### config.mk
export PLATFORM = sky130hd
export DESIGN_NAME = ring_mod_multi_flat
export DESIGN_NICKNAME = d
export VERILOG_FILES = /design/src/rtl/ring_mod_multi_if.sv /design/src/rtl/ring_mod_multi.sv /design/src/flat_wrapper.sv
export SDC_FILE = /design/constraint.sdc
export NUM_CORES = 2
export LEC_CHECK = 0
export CORE_MARGIN = 2
export CORE_UTILIZATION = 30
export CTS_CLUSTER_SIZE = 12
export DETAILED_ROUTE_END_ITERATION = 10
export HOLD_SLACK_MARGIN = 0.12
export SLEW_MARGIN = 5
export SYNTH_ARGS = -nofsm -noshare
export SYNTH_HDL_FRONTEND = slang
export SYNTH_SLANG_ARGS = --single-unit
### constraint.sdc
create_clock -name i_Clock -period 9.6 [get_ports i_Clock]
set_clock_uncertainty 0.15 [all_clocks]
set_input_delay 0.96 -clock i_Clock [delete_from_list [all_inputs] [get_ports i_Clock]]
set_output_delay 0.96 -clock i_Clock [all_outputs]
set_load 0.02 [all_outputs]
### src/rtl/ring_mod_multi_if.sv
// ring_mod_multi_if: start/ready request and registered result bus of ring_mod_multi.
interface ring_mod_multi_if #(
    parameter int IN_WIDTH  = 20,
    parameter int OUT_WIDTH = 16,
    parameter int CHANNELS  = 2
);
    logic [CHANNELS*IN_WIDTH-1:0]  i_Sample1;
    logic [CHANNELS*IN_WIDTH-1:0]  i_Sample2;
    logic [1:0]                    i_Mode;
    logic                          i_Start;
    logic [CHANNELS*OUT_WIDTH-1:0] o_Result;
    logic                          o_Ready;
    logic                          o_Valid;
    modport master (output i_Sample1, i_Sample2, i_Mode, i_Start, input o_Result, o_Ready, o_Valid);
    modport slave (input i_Sample1, i_Sample2, i_Mode, i_Start, output o_Result, o_Ready, o_Valid);
endinterface

### src/rtl/ring_mod_multi.sv
// ring_mod_multi: multi-channel ring/AM/bypass/mix modulator sharing one multiplier,
// processing channels sequentially through CLAMP/MULT/SHIFT/SAT with symmetric saturation.
module ring_mod_multi #(
    parameter int IN_WIDTH  = 20,
    parameter int OUT_WIDTH = 16,
    parameter int CHANNELS  = 2,
    parameter int SHIFT     = 11,
    parameter int SAT       = 32767
) (
    input logic i_Clock,
    input logic i_Reset,
    ring_mod_multi_if.slave bus
);
    localparam int PW = 2*OUT_WIDTH + 2;
    localparam int KW = CHANNELS > 1 ? $clog2(CHANNELS) : 1;
    localparam logic signed [PW-1:0] SATW = PW'(SAT);
    localparam logic [2:0] ST_IDLE  = 3'd0;
    localparam logic [2:0] ST_CLAMP = 3'd1;
    localparam logic [2:0] ST_MULT  = 3'd2;
    localparam logic [2:0] ST_SHIFT = 3'd3;
    localparam logic [2:0] ST_SAT   = 3'd4;
    localparam logic [2:0] ST_DONE  = 3'd5;

    logic [2:0]                    state_q, state_d;
    logic [KW-1:0]                 k_q, k_d;
    logic [CHANNELS*IN_WIDTH-1:0]  s1_q, s1_d, s2_q, s2_d;
    logic [1:0]                    mode_q, mode_d;
    logic signed [PW-1:0]          a_q, a_d, b_q, b_d, acc_q, acc_d, aw, bw;
    logic [CHANNELS*OUT_WIDTH-1:0] rbuf_q, rbuf_d, res_q, res_d;
    logic                          ready_q, ready_d, valid_q, valid_d, last;

    function automatic logic signed [PW-1:0] clamp(input logic signed [PW-1:0] x);
        return x > SATW ? SATW : (x < -SATW ? -SATW : x);
    endfunction

    always_comb begin
        aw      = PW'($signed(s1_q[k_q*IN_WIDTH +: IN_WIDTH]));
        bw      = PW'($signed(s2_q[k_q*IN_WIDTH +: IN_WIDTH]));
        last    = k_q == KW'(CHANNELS-1);
        state_d = state_q;
        k_d     = k_q;
        s1_d    = s1_q;
        s2_d    = s2_q;
        mode_d  = mode_q;
        a_d     = a_q;
        b_d     = b_q;
        acc_d   = acc_q;
        rbuf_d  = rbuf_q;
        res_d   = res_q;
        ready_d = ready_q;
        valid_d = 1'b0;
        case (state_q)
            ST_IDLE: if (bus.i_Start) begin
                s1_d    = bus.i_Sample1;
                s2_d    = bus.i_Sample2;
                mode_d  = bus.i_Mode;
                ready_d = 1'b0;
                state_d = ST_CLAMP;
            end
            ST_CLAMP: begin
                a_d     = clamp(aw);
                b_d     = clamp(bw);
                state_d = ST_MULT;
            end
            ST_MULT: begin
                // AM offsets the modulator to the unipolar range 0..2*SAT
                acc_d   = mode_q == 2'd0 ? a_q * b_q :
                          mode_q == 2'd1 ? a_q * (b_q + SATW) :
                          mode_q == 2'd2 ? a_q : a_q + b_q;
                state_d = ST_SHIFT;
            end
            ST_SHIFT: begin
                acc_d   = acc_q >>> (mode_q == 2'd0 ? SHIFT : mode_q == 2'd1 ? SHIFT + 1 :
                                     mode_q == 2'd2 ? 0 : 1);
                state_d = ST_SAT;
            end
            ST_SAT: begin
                rbuf_d[k_q*OUT_WIDTH +: OUT_WIDTH] = OUT_WIDTH'(clamp(acc_q));
                k_d     = last ? '0 : k_q + 1'b1;
                state_d = last ? ST_DONE : ST_CLAMP;
            end
            ST_DONE: begin
                res_d   = rbuf_q;
                valid_d = 1'b1;
                ready_d = 1'b1;
                k_d     = '0;
                state_d = ST_IDLE;
            end
            default: state_d = ST_IDLE;
        endcase
    end

    always_ff @(posedge i_Clock or posedge i_Reset) begin
        if (i_Reset) begin
            state_q <= ST_IDLE;
            k_q     <= '0;
            s1_q    <= '0;
            s2_q    <= '0;
            mode_q  <= '0;
            a_q     <= '0;
            b_q     <= '0;
            acc_q   <= '0;
            rbuf_q  <= '0;
            res_q   <= '0;
            ready_q <= 1'b1;
            valid_q <= 1'b0;
        end else begin
            state_q <= state_d;
            k_q     <= k_d;
            s1_q    <= s1_d;
            s2_q    <= s2_d;
            mode_q  <= mode_d;
            a_q     <= a_d;
            b_q     <= b_d;
            acc_q   <= acc_d;
            rbuf_q  <= rbuf_d;
            res_q   <= res_d;
            ready_q <= ready_d;
            valid_q <= valid_d;
        end
    end

    assign bus.o_Result = res_q;
    assign bus.o_Ready  = ready_q;
    assign bus.o_Valid  = valid_q;
endmodule

### src/flat_wrapper.sv
// flat-port wrapper written by rule: the top's interface ports become plain ports
module ring_mod_multi_flat 
#(
    parameter int IN_WIDTH  = 20,
    parameter int OUT_WIDTH = 16,
    parameter int CHANNELS  = 2,
    parameter int SHIFT     = 11,
    parameter int SAT       = 32767
)
  (i_Clock, i_Reset, bus_i_Sample1, bus_i_Sample2, bus_i_Mode, bus_i_Start, bus_o_Result, bus_o_Ready, bus_o_Valid);
  ring_mod_multi_if #(.IN_WIDTH(IN_WIDTH), .OUT_WIDTH(OUT_WIDTH), .CHANNELS(CHANNELS)) bus_i ();
  input logic i_Clock;
  input logic i_Reset;
  input wire logic [$bits(bus_i.i_Sample1)-1:0] bus_i_Sample1;
  input wire logic [$bits(bus_i.i_Sample2)-1:0] bus_i_Sample2;
  input wire logic [$bits(bus_i.i_Mode)-1:0] bus_i_Mode;
  input wire logic [$bits(bus_i.i_Start)-1:0] bus_i_Start;
  output wire logic [$bits(bus_i.o_Result)-1:0] bus_o_Result;
  output wire logic [$bits(bus_i.o_Ready)-1:0] bus_o_Ready;
  output wire logic [$bits(bus_i.o_Valid)-1:0] bus_o_Valid;
  assign bus_i.i_Sample1 = bus_i_Sample1;
  assign bus_i.i_Sample2 = bus_i_Sample2;
  assign bus_i.i_Mode = bus_i_Mode;
  assign bus_i.i_Start = bus_i_Start;
  assign bus_o_Result = bus_i.o_Result;
  assign bus_o_Ready = bus_i.o_Ready;
  assign bus_o_Valid = bus_i.o_Valid;
  ring_mod_multi #(.IN_WIDTH(IN_WIDTH), .OUT_WIDTH(OUT_WIDTH), .CHANNELS(CHANNELS), .SHIFT(SHIFT), .SAT(SAT)) u_core (.i_Clock(i_Clock), .i_Reset(i_Reset), .bus(bus_i));
endmodule
# Yosys cells after proc, flatten, opt, wreduce, memory -nomap -nowiden
# Index checks and enable logic that the tools add are counted.
# word_totals
ff_bits	254
inputBits	85
word_cells	67
# op_classes
add_sub_neg	4
n_mul	3
n_lt_le_gt_ge	6
eq_ne	8
shift	5
mux	22
reduce_logical	7
# ops
cell	count
$mux W34	7
$shiftx A40 B7 Y20	2
$mul A34 B34 Y34	2
$pmux W34 S2	1
$mux W32	2
$gt A20 B16 Y1 const B	2
$lt A20 B16 Y1 const B	2
$add A34 B16 Y34 const B	1
$add A34 B34 Y34	1
$gt A34 B16 Y1 const B	1
$lt A34 B16 Y1 const B	1
$neg A5 Y34	1
$shift A16 B34 Y32 const A	1
$shiftx A16 B34 Y32	1
$sshr A34 B32 Y34	1
$bwmux W32	1
$mux W16	2
$pmux W3 S5	1
$eq A3 B2 Y1 const B	2
$eq A3 B3 Y1 const B	2
$mux W3	2
$reduce_bool A2 Y1	3
$mul A1 B3 Y4 const B	1
$mux W1	4
other kinds (9)	11

# Depth between registers and ports, before layout
# logic_depth
ltp_word	6
depth_mapped	36
mapped_depth_nobuf	33

# Least setup slack after synthesis
# OpenSTA, ideal clock, no wires.
# synth_path
kind	register -> register
start	register u_core.b_q[0]
end	register u_core.acc_q[30]
t_arrival_ns	8.501
path_slack_ns	0.862
stages_incl_launch_ff	33
n_path_buf	3
synth_period_minus_slack_ns	8.738
path_cell_list	dfrtp_1 clkbuf_1 inv_1 ha_1 or4b_1 buf_2 nor4_1 xnor2_1 clkbuf_1 nor2b_1 fa_1 fa_1 fa_1 fa_1 ha_1 inv_1 fa_1 inv_1 fa_1 inv_1 fa_1 inv_1 ha_1 a2111oi_0 nand2_1 o211ai_1 nand2b_1 o311a_1 o41a_1 a31oi_1 mux2i_1 or4b_1 o211ai_1
# synth_via
elab_chain_cells	5
# synth_lines
item	line	rtl
start, declared	ring_mod_multi.sv:28	logic signed [PW-1:0] a_q, a_d, b_q, b_d, acc_q, acc_d, aw, bw;
start signal, assigned	ring_mod_multi.sv:101	b_q <= '0;
start signal, assigned	ring_mod_multi.sv:114	b_q <= b_d;
$add A34 B16 Y34 or $add A34 B34 Y34 (tied branches)	ring_mod_multi.sv:68, ring_mod_multi.sv:69	
$mul A34 B34 Y34 or $mux W34 (tied branches)	ring_mod_multi.sv:68, ring_mod_multi.sv:69	
$mux W34	ring_mod_multi.sv:68	mode_q == 2'd1 ? a_q * (b_q + SATW) :
$mux W34 *	ring_mod_multi.sv:67	acc_d = mode_q == 2'd0 ? a_q * b_q :
$pmux W34 S2 *	ring_mod_multi.sv:52	case (state_q)
end signal, assigned	ring_mod_multi.sv:102	acc_q <= '0;
end signal, assigned	ring_mod_multi.sv:115	acc_q <= acc_d;
end, declared	ring_mod_multi.sv:28	
# Every way passes the cells marked *; elsewhere a longest branch is shown, timed or not.
# A chain may end at the register's enable or synchronous reset.

# Final worst setup path
# layout_path
start	register u_core.b_q[0]
end	register u_core.acc_q[32]
# Same word-level chain as after synthesis.

==> reports/metrics.cfg <==
[run_status]
outcome = finished clean

[worst_setup_path]
slowest_stage = or4b_1
cp_data_arrival_time_ps = 9460
cp_slowest_stage_delay_ps = 650
r2r_end = u_core.acc_q[32]$_DFFE_PP0P_
critPathMaxFanout = 9
cp.required_ps = 9830
cp-end-kind = register
reg2reg_from = u_core.b_q[0]$_DFFE_PP0P_
path_class = reg2reg
crit_path_frequent_cell = fa_1
rrSetupSlack_ps = 370
rr_worst_depth = 30
crit_path_start_kind = register

[global_routing]
antenna_found_initial = 3
grt_use_total = 0.177
grt_max_degree = 148
grt_pass1_wl_mm = 209
overflow = 0
grt_pass1_vias = 35400

[logic_synthesis]
syn-cell-area_sq_um = 44800
synthCells = 4898
syn_nets = 6174
synthFlopType = dfrtp_1
ys_async_sr_fraction = 1.00
synth-edff-count = 0
ys_seq_area_frac = 0.126
ys_types = 80
ys_warn_count = 0
ys_ff_latch = 226
syn_area_per_cell_sq_um = 9.14

[sta]
tightest_slew_ps = 1100
setup_viol = 0
fmax_mhz = 108
period_needed_ps = 9230
maxSlewHeadroom = 0.266
tns_ps = 0
hold_viol = 0
slew_viol_final = 0
period_share = 0.961

[final_layout]
most-common-layout-cells = inv_1 (1064), fa_1 (855), nand2_1 (659)
nets = 6167
final_common_cell = inv_1
area_growth_syn_to_layout_pct = 9.87
fin_area_sq_um = 49200
stdcell_count = 6842
fill_cells = 15200
drive_above_1_share = 0.0588
post-route-util = 0.332

[route]
viasPerCell = 4.83
drtAntennaViolNets = 0
drtPass1Iterations = 6
wl_mm = 132
wire_per_inst_um = 19.3
drt_iter0_drc = 2232
post-route-drc-count = 0
vias = 33100

[floorplanning]
io_pins = 119
die_area_sq_um = 152000
core_area_sq_um = 148000
start_util = 0.302
chipWidth_um = 390
rows = 141
die_y_um = 390

[cts]
clkTransAtPathRegs_ps = 70
cts_buffers = 26
hold_buffers = 0
post-cts-setup-buffer-count = 0
cts_sinks = 226
htreeDepth = 1
cts_tree = done
cts_resized = 0
cts_max_path_buffers = 3
cts_root_buf = clkbuf_16
clock_latency_ps = 560

[min_path]
worstHoldPathCells = 2
hold_path.startpoint = u_core.rbuf_q[22]$_DFFE_PP0P_
hp-class = reg2reg
min_to = u_core.bus.o_Result[22]$_DFFE_PP0P_

[placement]
placed_area_sq_um = 48300
dp_hpwl_mm = 103
port_buffers = 118
dp.cells = 6793
finalWeightedCongestion = 0.930

[job]
cap_viol_max_count = 0

==> through the flow <==
| stage | setup slack [ps] | hold slack (ps) |
|---|---|---|
| 5_1_grt | -1.25 | 341 |
| 6_report | 370 | 316 |
| 2_1_floorplan | 862 | 285 |
| 3_5_place_dp | 433 | 304 |
| 3_3_place_gp | 598 | 303 |
| 4_1_cts | 404 | 320 |
==> metal layers <==
| metal | vias up | GRT usage | routed length, um |
|---|---|---|---|
| li1 | 14800 | - | - |
| met1 | 17000 | 0.235 | 54900 |
| met2 | 1021 | 0.303 | 64600 |
| met3 | 227 | 0.0185 | 7740 |
| met4 | 2 | 0.0520 | 4870 |
| met5 | - | 0 | 13 |
==> critical path: cells and delay by family, from the launching register on <==
| family | cells | cell delay [ps] |
|---|---|---|
| XOR/XNOR | 1 | 490 |
| AND/OR/NAND/NOR | 5 | 1600 |
| flip-flops | 1 | 400 |
| adder cells (fa/ha/maj) | 10 | 4380 |
| buffers and inverters | 6 | 580 |
| AO/OA/AOI/OAI | 8 | 1440 |
==> registers in the layout (all words and copies together) (netlist names) <==
| name | cells |
|---|---|
| u_core.mode_q | 2 |
| u_core.b_q | 20 |
| u_core.bus.o_Valid | 1 |
| u_core.s1_q | 40 |
| u_core.rbuf_q | 32 |
| u_core.state_q | 3 |
| u_core.a_q | 20 |
| u_core.bus.o_Result | 32 |
| u_core.acc_q | 34 |
| u_core.s2_q | 40 |
| u_core.bus.o_Ready | 1 |
| u_core.k_q | 1 |
==> area by class of cell <==
| type | count | area (sq um) | share of cell area |
|---|---|---|---|
| repair buffers | 225 | 2050 | 0.0416 |
| clock buffers | 39 | 729 | 0.0148 |
| inverters | 1065 | 4010 | 0.0814 |
| multi-input cells | 3347 | 34200 | 0.695 |
| well taps | 1930 | 2410 | 0.0491 |
| clock inverters | 9 | 141 | 0.00287 |
| flip-flops and latches | 226 | 5670 | 0.115 |
| diodes | 1 | 2.50 | 0.0000509 |
==> cell usage after synthesis, drive strengths merged, types with 5 or more instances <==
| library cell | number | area (sq um) |
|---|---|---|
| nand2 | 659 | 2470 |
| ha | 336 | 4200 |
| a22oi | 7 | 52.6 |
| nand2b | 33 | 206 |
| nor2 | 166 | 623 |
| o31ai | 7 | 57.6 |
| nand3 | 36 | 180 |
| a211oi | 21 | 158 |
| mux2i | 54 | 541 |
| mux4 | 8 | 180 |
| clkbuf | 241 | 905 |
| o21a | 19 | 143 |
| nor4 | 19 | 119 |
| or3 | 8 | 50.1 |
| and2 | 175 | 1090 |
| mux2 | 100 | 1130 |
| nor3 | 21 | 105 |
| o21bai | 14 | 105 |
| a21o | 31 | 233 |
| inv | 1065 | 4000 |
| dfrtp | 225 | 5630 |
| and3 | 19 | 119 |
| or4 | 8 | 71.3 |
| o211ai | 16 | 120 |
| a2111oi | 5 | 43.8 |
| fa | 855 | 17100 |
| a21boi | 5 | 41.3 |
| nand4 | 16 | 100 |
| a211o | 8 | 70.1 |
| xnor2 | 124 | 1090 |
| o22a | 26 | 228 |
| xor2 | 39 | 342 |
| a31o | 6 | 52.6 |
| a31oi | 22 | 138 |
| o21ai | 123 | 631 |
| a21oi | 136 | 681 |
| buf | 19 | 96.3 |
| nor2b | 166 | 1040 |
==> how the worst max path moves through the flow <==
stage	from	slack [ps]	to
final	u_core.b_q[0]$_DFFE_PP0P_	370	u_core.acc_q[32]$_DFFE_PP0P_
after global placement	u_core.b_q[0]$_DFFE_PP0P_	600	u_core.acc_q[30]$_DFFE_PP0P_
after detailed placement	u_core.b_q[0]$_DFFE_PP0P_	430	u_core.acc_q[30]$_DFFE_PP0P_
after floorplan	u_core.b_q[0]$_DFFE_PP0P_	860	u_core.acc_q[30]$_DFFE_PP0P_
after CTS	u_core.b_q[0]$_DFFE_PP0P_	400	u_core.acc_q[30]$_DFFE_PP0P_
after global routing	u_core.b_q[1]$_DFFE_PP0P_	-1	u_core.acc_q[30]$_DFFE_PP0P_
==> cell families (layout without fill, tap and decap cells) <==
family	Yosys count	after routing	synth area share
AND/OR/NAND/NOR	1339	1339	0.140
flip-flops	226	226	0.126
AO/OA/AOI/OAI	487	487	0.0698
other	0	1	0
XOR/XNOR	168	168	0.0344
adder cells (fa/ha/maj)	1191	1191	0.476
multiplexers	162	162	0.0412
buffers and inverters	1325	1338	0.112
Power is not shown: default switching activity piles up to over one toggle a cycle in this logic, so the estimate is an artifact.
